### config.mk
export PLATFORM = sky130hd
export DESIGN_NAME = sensor_conditioner
export DESIGN_NICKNAME = d
export VERILOG_FILES = /design/src/rtl/sensor_cond_pkg.sv /design/src/rtl/sensor_debounce.sv /design/src/rtl/sensor_conditioner.sv
export SDC_FILE = /design/constraint.sdc
export NUM_CORES = 1
export LEC_CHECK = 0
export CAP_MARGIN = 0
export CELL_PAD_IN_SITES_DETAIL_PLACEMENT = 1
export CELL_PAD_IN_SITES_GLOBAL_PLACEMENT = 2
export CORE_UTILIZATION = 38
export DETAILED_ROUTE_END_ITERATION = 8
export GPL_ROUTABILITY_DRIVEN = 0
export PLACE_DENSITY = 0.92
export SYNTH_ARGS = -nofsm -noshare
export SYNTH_HDL_FRONTEND = slang
export SYNTH_SLANG_ARGS = --single-unit
### constraint.sdc
create_clock -name clk -period 3 [get_ports clk]
set_input_delay 0.3 -clock clk [delete_from_list [all_inputs] [get_ports clk]]
set_output_delay 0.3 -clock clk [all_outputs]
set_load 0.01 [all_outputs]
### src/rtl/sensor_cond_pkg.sv
`default_nettype none
// ============================================================================
// Module   : sensor_cond_pkg
// Brief    : Shared types and constants for the sensor conditioning front end.
// Revision : 1.0 - initial release
// ============================================================================
package sensor_cond_pkg;

    // Per-channel debounce FSM encoding
    typedef enum logic [0:0] {
        DB_STABLE  = 1'b0,
        DB_PENDING = 1'b1
    } db_state_t;

    localparam int                  GLITCH_W   = 8;
    localparam logic [GLITCH_W-1:0] GLITCH_MAX = 8'hFF;

    // Increment that sticks at GLITCH_MAX instead of wrapping
    function automatic logic [GLITCH_W-1:0] sat_inc(input logic [GLITCH_W-1:0] v);
        return (v == GLITCH_MAX) ? v : v + GLITCH_W'(1);
    endfunction

endpackage : sensor_cond_pkg
`default_nettype wire

### src/rtl/sensor_debounce.sv
`default_nettype none
// ============================================================================
// Module   : sensor_debounce
// Brief    : One sensor channel: synchroniser chain, debounce FSM with hold
//            counter, saturating glitch counter and registered rise pulse.
// Revision : 1.0 - initial release
// ============================================================================
module sensor_debounce
    import sensor_cond_pkg::*;
#(
    parameter int SYNC_STAGES     = 2,
    parameter int DEBOUNCE_CYCLES = 500_000,
    parameter int CNT_W           = 20
) (
    input  logic                clk,
    input  logic                rst,
    input  logic                i_sensor,
    output logic                o_clean,
    output logic                o_clean_nxt,
    output logic                o_rise,
    output logic [GLITCH_W-1:0] o_glitch_cnt
);

    localparam logic [CNT_W-1:0] c_db_target = CNT_W'(DEBOUNCE_CYCLES);

    logic [SYNC_STAGES-1:0] r_sync;
    logic                   w_s_sync;
    db_state_t              r_state;
    db_state_t              w_state_nxt;
    logic [CNT_W-1:0]       r_cnt;
    logic [CNT_W-1:0]       w_cnt_nxt;
    logic                   r_clean;
    logic                   w_clean_nxt;
    logic                   w_glitch;
    logic                   r_rise;
    logic [GLITCH_W-1:0]    r_glitch_cnt;

    assign w_s_sync = r_sync[SYNC_STAGES-1];

    // Shift the raw pin through the synchroniser chain; bit 0 is the first stage
    always_ff @(posedge clk) begin
        if (rst) begin
            r_sync <= '0;
        end else begin
            r_sync <= {r_sync[SYNC_STAGES-2:0], i_sensor};
        end
    end

    // Debounce decision: a new level must persist through the full hold count
    always_comb begin
        w_state_nxt = r_state;
        w_cnt_nxt   = r_cnt;
        w_clean_nxt = r_clean;
        w_glitch    = 1'b0;
        case (r_state)
            DB_STABLE: begin
                w_cnt_nxt = '0;
                if (w_s_sync != r_clean) begin
                    w_state_nxt = DB_PENDING;
                    w_cnt_nxt   = CNT_W'(1);
                end
            end
            DB_PENDING: begin
                if (w_s_sync == r_clean) begin
                    // Level fell back before the hold completed: reject it
                    w_state_nxt = DB_STABLE;
                    w_cnt_nxt   = '0;
                    w_glitch    = 1'b1;
                end else if (r_cnt == c_db_target) begin
                    w_clean_nxt = ~r_clean;
                    w_state_nxt = DB_STABLE;
                    w_cnt_nxt   = '0;
                end else begin
                    w_cnt_nxt = r_cnt + CNT_W'(1);
                end
            end
            default: begin
                w_state_nxt = DB_STABLE;
                w_cnt_nxt   = '0;
            end
        endcase
    end

    // Register FSM state, hold counter, clean level, rise pulse and glitch count
    always_ff @(posedge clk) begin
        if (rst) begin
            r_state      <= DB_STABLE;
            r_cnt        <= '0;
            r_clean      <= 1'b0;
            r_rise       <= 1'b0;
            r_glitch_cnt <= '0;
        end else begin
            r_state <= w_state_nxt;
            r_cnt   <= w_cnt_nxt;
            r_clean <= w_clean_nxt;
            r_rise  <= w_clean_nxt & ~r_clean;
            if (w_glitch) begin
                r_glitch_cnt <= sat_inc(r_glitch_cnt);
            end
        end
    end

    assign o_clean      = r_clean;
    // Next clean level lets the parent register combined edges in step
    assign o_clean_nxt  = rst ? 1'b0 : w_clean_nxt;
    assign o_rise       = r_rise;
    assign o_glitch_cnt = r_glitch_cnt;

endmodule : sensor_debounce
`default_nettype wire

### src/rtl/sensor_conditioner.sv
`default_nettype none
// ============================================================================
// Module   : sensor_conditioner
// Brief    : Two-channel sensor front end: synchronise and debounce each pin,
//            and flag when both clean levels become active together.
// Revision : 1.0 - initial release
// ============================================================================
module sensor_conditioner
    import sensor_cond_pkg::*;
#(
    parameter int SYNC_STAGES     = 2,
    parameter int DEBOUNCE_CYCLES = 500_000,
    parameter int CNT_W           = 20
) (
    input  logic                clk,
    input  logic                rst,
    input  logic                sensor1,
    input  logic                sensor2,
    output logic                sensor1_clean,
    output logic                sensor2_clean,
    output logic                sensor1_rise,
    output logic                sensor2_rise,
    output logic                both_active,
    output logic                both_rise,
    output logic [GLITCH_W-1:0] glitch1_cnt,
    output logic [GLITCH_W-1:0] glitch2_cnt
);

    logic w_clean1_nxt;
    logic w_clean2_nxt;
    logic r_both_rise;

    sensor_debounce #(
        .SYNC_STAGES    (SYNC_STAGES),
        .DEBOUNCE_CYCLES(DEBOUNCE_CYCLES),
        .CNT_W          (CNT_W)
    ) u_db1 (
        .clk         (clk),
        .rst         (rst),
        .i_sensor    (sensor1),
        .o_clean     (sensor1_clean),
        .o_clean_nxt (w_clean1_nxt),
        .o_rise      (sensor1_rise),
        .o_glitch_cnt(glitch1_cnt)
    );

    sensor_debounce #(
        .SYNC_STAGES    (SYNC_STAGES),
        .DEBOUNCE_CYCLES(DEBOUNCE_CYCLES),
        .CNT_W          (CNT_W)
    ) u_db2 (
        .clk         (clk),
        .rst         (rst),
        .i_sensor    (sensor2),
        .o_clean     (sensor2_clean),
        .o_clean_nxt (w_clean2_nxt),
        .o_rise      (sensor2_rise),
        .o_glitch_cnt(glitch2_cnt)
    );

    assign both_active = sensor1_clean & sensor2_clean;

    // Pulse on the first cycle both clean levels are high, aligned with the channel pulses
    always_ff @(posedge clk) begin
        if (rst) begin
            r_both_rise <= 1'b0;
        end else begin
            r_both_rise <= w_clean1_nxt & w_clean2_nxt & ~both_active;
        end
    end

    assign both_rise = r_both_rise;

endmodule : sensor_conditioner
`default_nettype wire

=== After elaboration in Yosys (flattened, before gate mapping) ===
Index checks and enable logic that the tools add are counted.

* Bitwise logic cells: 12
* Reduce and logical (&&, ||, !) cells: 2
* $lt $le $gt $ge: 0
* Muxes and demuxes: 28
* Div/mod/pow operators: 0
* Eq/ne operators: 8
* Add/subtract/negate cells: 4
* Multiply operators: 0
* Shift operators: 0

{| class="wikitable"
|+ Operators with widths
! kind !! number
|-
| two-way mux 20 bit || 4
|-
| case mux 20 bit (2 select lines) || 2
|-
| adder 20 x 1 -> 20 bit, second input constant || 2
|-
| equality test 20 x 19 -> 1 bit, second input constant || 2
|-
| two-way mux 1 bit || 20
|-
| adder 8 x 1 -> 8 bit, second input constant || 2
|-
| equality test 8 bit, second input constant || 2
|-
| NOT 1 bit || 7
|-
| AND 1 bit || 5
|-
| case mux 1 bit (2 select lines) || 2
|-
| AND reduction 2 bit || 2
|-
| equality test 1 bit || 2
|-
| != test 1 bit || 2
|}

* Memory bits (read-only): 0
* Bits in latches: 0
* Memories: 0
* RAM bits: 0
* Output and inout bits: 22
* Flip-flop bits (word level): 67

=== Logic depth before layout (Yosys ltp) ===
* Depth after elaboration: 7
* Gate-level depth with buffers: 8
* Gate-level depth less buffers: 6

=== By module ===
From an unflattened synthesis, not the netlist that was laid out.

* Cells, all modules: 348
* Area total of the unflattened synthesis: 3145.5 µm²

{| class="wikitable"
|+ Modules (own cells, without submodules)
! module !! area an instance (µm²) !! cells each !! times used
|-
| sensor_debounce at u_db2 || 1565.3 || 171 || 1
|-
| sensor_debounce at u_db1 || 1537.7 || 173 || 1
|-
| sensor_conditioner || 42.5 || 4 || 1
|}

=== Worst setup path before layout ===
OpenSTA, ideal clock, no wires.

* Path type: flip-flop to flip-flop
* Start: register u_db1.r_glitch_cnt[0], in the netlist u_db1.o_glitch_cnt[0]
* End: register u_db1.r_glitch_cnt[1], in the netlist u_db1.o_glitch_cnt[1]
* Cell stages (with the launch flop): 7
* Setup slack: 1.082 ns
* Data arrival time: 1.790 ns
* Clock period less this slack: 1.918 ns
* Library setup time: 0.128 ns
* Cell sequence: dfxtp_1 -> ha_1 -> nand2_1 -> o311ai_0 -> clkbuf_1 -> mux2i_1 -> nor2_1

* Word-level cells in the longest chain between the ends: 3
* Elaborated cells on any way between the ends: 4
* Classes of those cells: 1 x add/sub; 1 x eq/ne; 1 x bitwise; 1 x reduce/logical

{| class="wikitable"
|+ Ends and longest elaborated chain
! element !! RTL line !! text
|-
| start, declared || sensor_debounce.sv:36 || <nowiki>logic [GLITCH_W-1:0] r_glitch_cnt;</nowiki>
|-
| start signal, assigned || sensor_debounce.sv:98 || <nowiki>r_glitch_cnt <= sat_inc(r_glitch_cnt);</nowiki>
|-
| branches (longest 3 deep; another with adder 8 x 1 -> 8 bit) || -- ||
|}

Several ways; the timed one is not identified.
A chain may end at the register's enable or synchronous reset.

=== Worst setup path after layout ===
* Start: register u_db2.r_cnt[14]
* End: register u_db2.r_cnt[5]

* Word-level cells in the longest chain between the ends: 4

{| class="wikitable"
|+ Ends and longest elaborated chain
! element !! RTL line !! text
|-
| start, declared || sensor_debounce.sv:30 || <nowiki>logic [CNT_W-1:0] r_cnt;</nowiki>
|-
| start signal, assigned || sensor_debounce.sv:94 || <nowiki>r_cnt <= w_cnt_nxt;</nowiki>
|-
| equality test 20 x 19 -> 1 bit || sensor_debounce.sv:69 || <nowiki>end else if (r_cnt == c_db_target) begin</nowiki>
|-
| two-way mux 20 bit || sensor_debounce.sv:69 ||
|-
| two-way mux 20 bit || sensor_debounce.sv:64 || <nowiki>if (w_s_sync == r_clean) begin</nowiki>
|-
| case mux 20 bit (2 select lines) || sensor_debounce.sv:55 || <nowiki>case (r_state)</nowiki>
|}

Every way passes these cells.

==> impl_metrics.env <==
export IMPL_outcome="finished clean"
export IMPL_p_total_mw=1.68
export IMPL_dpl_worst_slack_ps=827
export IMPL_finalCritPeriodShare_pct=72.2
export IMPL_num_io_pins=26
export IMPL_worstHoldPathCells=1
export IMPL_stdcell_count=480
export IMPL_hold_path_class="register to register"
export IMPL_routedWlPerCell_um=15.0
export IMPL_synth_top_area_cell="dfxtp_1"
export IMPL_slew_violations=0
export IMPL_cts_buffers=9
export IMPL_cp_endpoint="u_db2.r_cnt[5]"
export IMPL_grt_pass1_wl_um=12600
export IMPL_critPathLaunch="u_db2.r_cnt[14]"
export IMPL_ir_drop_mv=0.215
export IMPL_num_vias=2650
export IMPL_first_global_vias=2647
export IMPL_synthDistinctLibCells=42
export IMPL_fp_coreArea_um2=7690
export IMPL_ys_seq_elements=67
export IMPL_fp_dieW_um=91.1
export IMPL_antenna_found_initial=0
export IMPL_wl_met3_um=221
export IMPL_wl_met2_um=3340
export IMPL_drv_cap=0
export IMPL_synth_nets=358
export IMPL_cp_top_family="simple AND/OR/NAND/NOR gates"
export IMPL_initial_core_util_pct=39.3
export IMPL_p_int_mw=1.33
export IMPL_nets=384
export IMPL_place_hpwl_um=5000
export IMPL_final_setup_viol_count=0
export IMPL_finalSetupTns_ps=0
export IMPL_p_per_area_nw_per_um2=472
export IMPL_area_growth_pct=17.7
export IMPL_clock_skew_ps=11.0
export IMPL_htreeDepth=3
export IMPL_die_h_um=91.1
export IMPL_dp_cells=465
export IMPL_cts_tree="done"
export IMPL_p_sw_mw=0.345
export IMPL_yosys_area_top_type_share_pct=44.4
export IMPL_cp_data_arrival_time_ps=2380
export IMPL_portBuffers=25
export IMPL_cp_num_cells=4
export IMPL_overflow=0
export IMPL_num_rows=32
export IMPL_drive_gt1_share_pct=5.82
export IMPL_path_cells="or4_1 -> nor4_1 -> a21bo_2 -> nor2_1"
export IMPL_cts_max_path_buffers=2
export IMPL_finalCriticalPeriod_ps=2170
export IMPL_drtAntennaViolNets=0
export IMPL_crit_path_max_incr_delay_ps=550
export IMPL_yosysWarnings=0
export IMPL_p_clk_share_pct=44.7
export IMPL_num_antenna_cells=0
export IMPL_wl_met1_um=3490
export IMPL_reg2reg_to="u_db2.r_cnt[5]"
export IMPL_drc=0
export IMPL_avgSynthCellArea_um2=8.67
export IMPL_hold_viol=0
export IMPL_ctsHoldBuffers=0
export IMPL_cp_end_kind="register"
export IMPL_critPathLaunchType="register"
export IMPL_synth_area_top_cells="dfxtp_1 (44%), a21oi_1 (4.6%), xnor2_1 (4.6%)"
export IMPL_ctsRootBufferMaster="clkbuf_8"
export IMPL_sequentialPowerShare_pct=53.6
export IMPL_cp_slowest_cell="or4_1"
export IMPL_dieArea_um2=8300
export IMPL_worst_slew_pin_slew_ps=945
export IMPL_cts_resized=0
export IMPL_setup_slack_ps=835
export IMPL_clkTransAtPathRegs_ps=70
export IMPL_clock_sinks=67
export IMPL_grt_setup_unrepaired="no"
export IMPL_routed_top_layer="met4"
export IMPL_grt_use_total_pct=19.0
export IMPL_maxSlewHeadroom_pct=36.7
export IMPL_rr_worst_depth=4
export IMPL_synth_yosys_seq_area_share_pct=44.4
export IMPL_cp_max_fo=19
export IMPL_totalWireLength_um=7200
export IMPL_holdWs_ps=452
export IMPL_pwr_share_comb_pct=1.7
export IMPL_vias_per_cell=5.52
export IMPL_max_freq_ghz=0.462
export IMPL_critical_path_class="register to register"
export IMPL_worst_path_buf_inv=0
export IMPL_p_leak_nw=1.06
export IMPL_r2r_slack_ps=830
export IMPL_timing_rr_start="u_db2.r_cnt[14]"
export IMPL_worst_ep_required_time_ps=3210
export IMPL_drt_initial_drc_count=85
export IMPL_clock_latency_ps=340
export IMPL_cts_setup_buffers=0
export IMPL_syn_area_um2=3020
export IMPL_grt_max_degree=28
export IMPL_swShare_pct=20.6
export IMPL_drtPass1Iterations=4
export IMPL_synthesis_instances=348
layer usage:
metal | vias to the layer above | global-route usage, %
met4 | 0 | 9.13
met2 | 35 | 30.9
met5 | - | 0
met3 | 10 | 3.69
met1 | 1289 | 24.2
li1 | 1316 | -
registers in the layout, indices dropped and copies added, names as in the netlist:
name                flops
both_rise               1
u_db1.o_clean           1
u_db1.o_glitch_cnt      8
u_db1.o_rise            1
u_db1.r_cnt            20
u_db1.r_state           1
u_db1.r_sync            2
u_db2.o_clean           1
u_db2.o_glitch_cnt      8
u_db2.o_rise            1
u_db2.r_cnt            20
u_db2.r_state           1
u_db2.r_sync            2
kinds of logic after synthesis:
family / Yosys count / share of synthesized area [%]
compound gates: 65 / 12.7
xor+xnor: 25 / 7.26
fa+ha+maj: 6 / 2.49
buf+inv: 26 / 3.44
flops: 67 / 44.4
mux: 2 / 0.663
simple gates: 157 / 29.0
cell usage in the layout (no fill, tap or decap), drive strengths merged, types with 2 or more instances in the layout:
master,n
dfxtp,67
nor2,33
a21oi,28
clkdlybuf4s50,25
nand3,25
o21ai,17
or4,17
nand2,16
xnor2,16
or3,16
inv,14
nand4,13
clkbuf,13
o31ai,11
nor3,9
xor2,9
nor2b,8
and3,8
ha,6
and4,4
o211ai,2
mux2i,2
buf,2
synthesized netlist by cell type:
cell and count:
dfxtp_1 67, nor2_1 33, a21oi_1 28, nand3_1 24, o21ai_0 17, or4_1 17
nand2_1 16, xnor2_1 16, or3_1 15, inv_1 14, nand4_1 13, o31ai_1 11
nor3_1 9, xor2_1 9, clkbuf_1 8, nor2b_1 8, and3_1 7, ha_1 6
and4_1 4, buf_2 2, mux2i_1 2, o211ai_1 2, a2111oi_0 1, a211o_1 1
a211oi_1 1, a21bo_2 1, a22oi_1 1, a311o_1 1, and2_1 1, and3_2 1
and4bb_2 1, buf_1 1, buf_4 1, nand2b_1 1, nand3_2 1, nand4b_1 1
nor3b_1 1, nor4_1 1, nor4b_2 1, o311ai_0 1, or2_2 1, or3_2 1
stage by stage:
| stage | utilization [%] | cell area (um^2) |
|---|---|---|
| 4_1_cts | 46.2 | 3550 |
| 6_report | 46.2 | 3550 |
| 2_1_floorplan | - | 3020 |
| 3_3_place_gp | 43.7 | 3360 |
| 3_5_place_dp | 43.7 | 3360 |
| 5_1_grt | 46.2 | 3550 |
worst register-to-register path, delay by kind of cell (launching register included):
kind | cells | cell delay (ps)
simple gates | 3 | 1190
compound gates | 1 | 490
flops | 1 | 370
power groups by stage:
stage	registers, mW	clock network (mW)	logic (mW)
final	0.899	0.749	0.0283
after global routing	0.899	0.805	0.0319
after CTS	0.899	0.773	0.0288
after detailed placement	0.919	0	0.0280
after global placement	0.919	0	0.0273
after floorplan	0.918	0	0.0161
layout make-up:
type	count	area [um^2]
inverters	14	52.6
repair buffers	27	265
clock buffers	13	159
clock inverters	2	35.0
flip-flops and latches	67	1340
multi-input cells	255	1570
well taps	102	128
fillers	932	4130
how the worst min path moves through the flow:
stage	slack, ps	start	to
after global routing	470	u_db2.r_sync[0]	u_db2.r_sync[1]
after global placement	420	u_db1.r_sync[0]	u_db1.r_sync[1]
after detailed placement	430	u_db2.r_sync[0]	u_db2.r_sync[1]
after floorplan	410	u_db1.r_sync[0]	u_db1.r_sync[1]
after CTS	460	u_db2.r_sync[0]	u_db2.r_sync[1]
final	450	u_db2.r_sync[0]	u_db2.r_sync[1]
(Power assumes the default switching activity.)
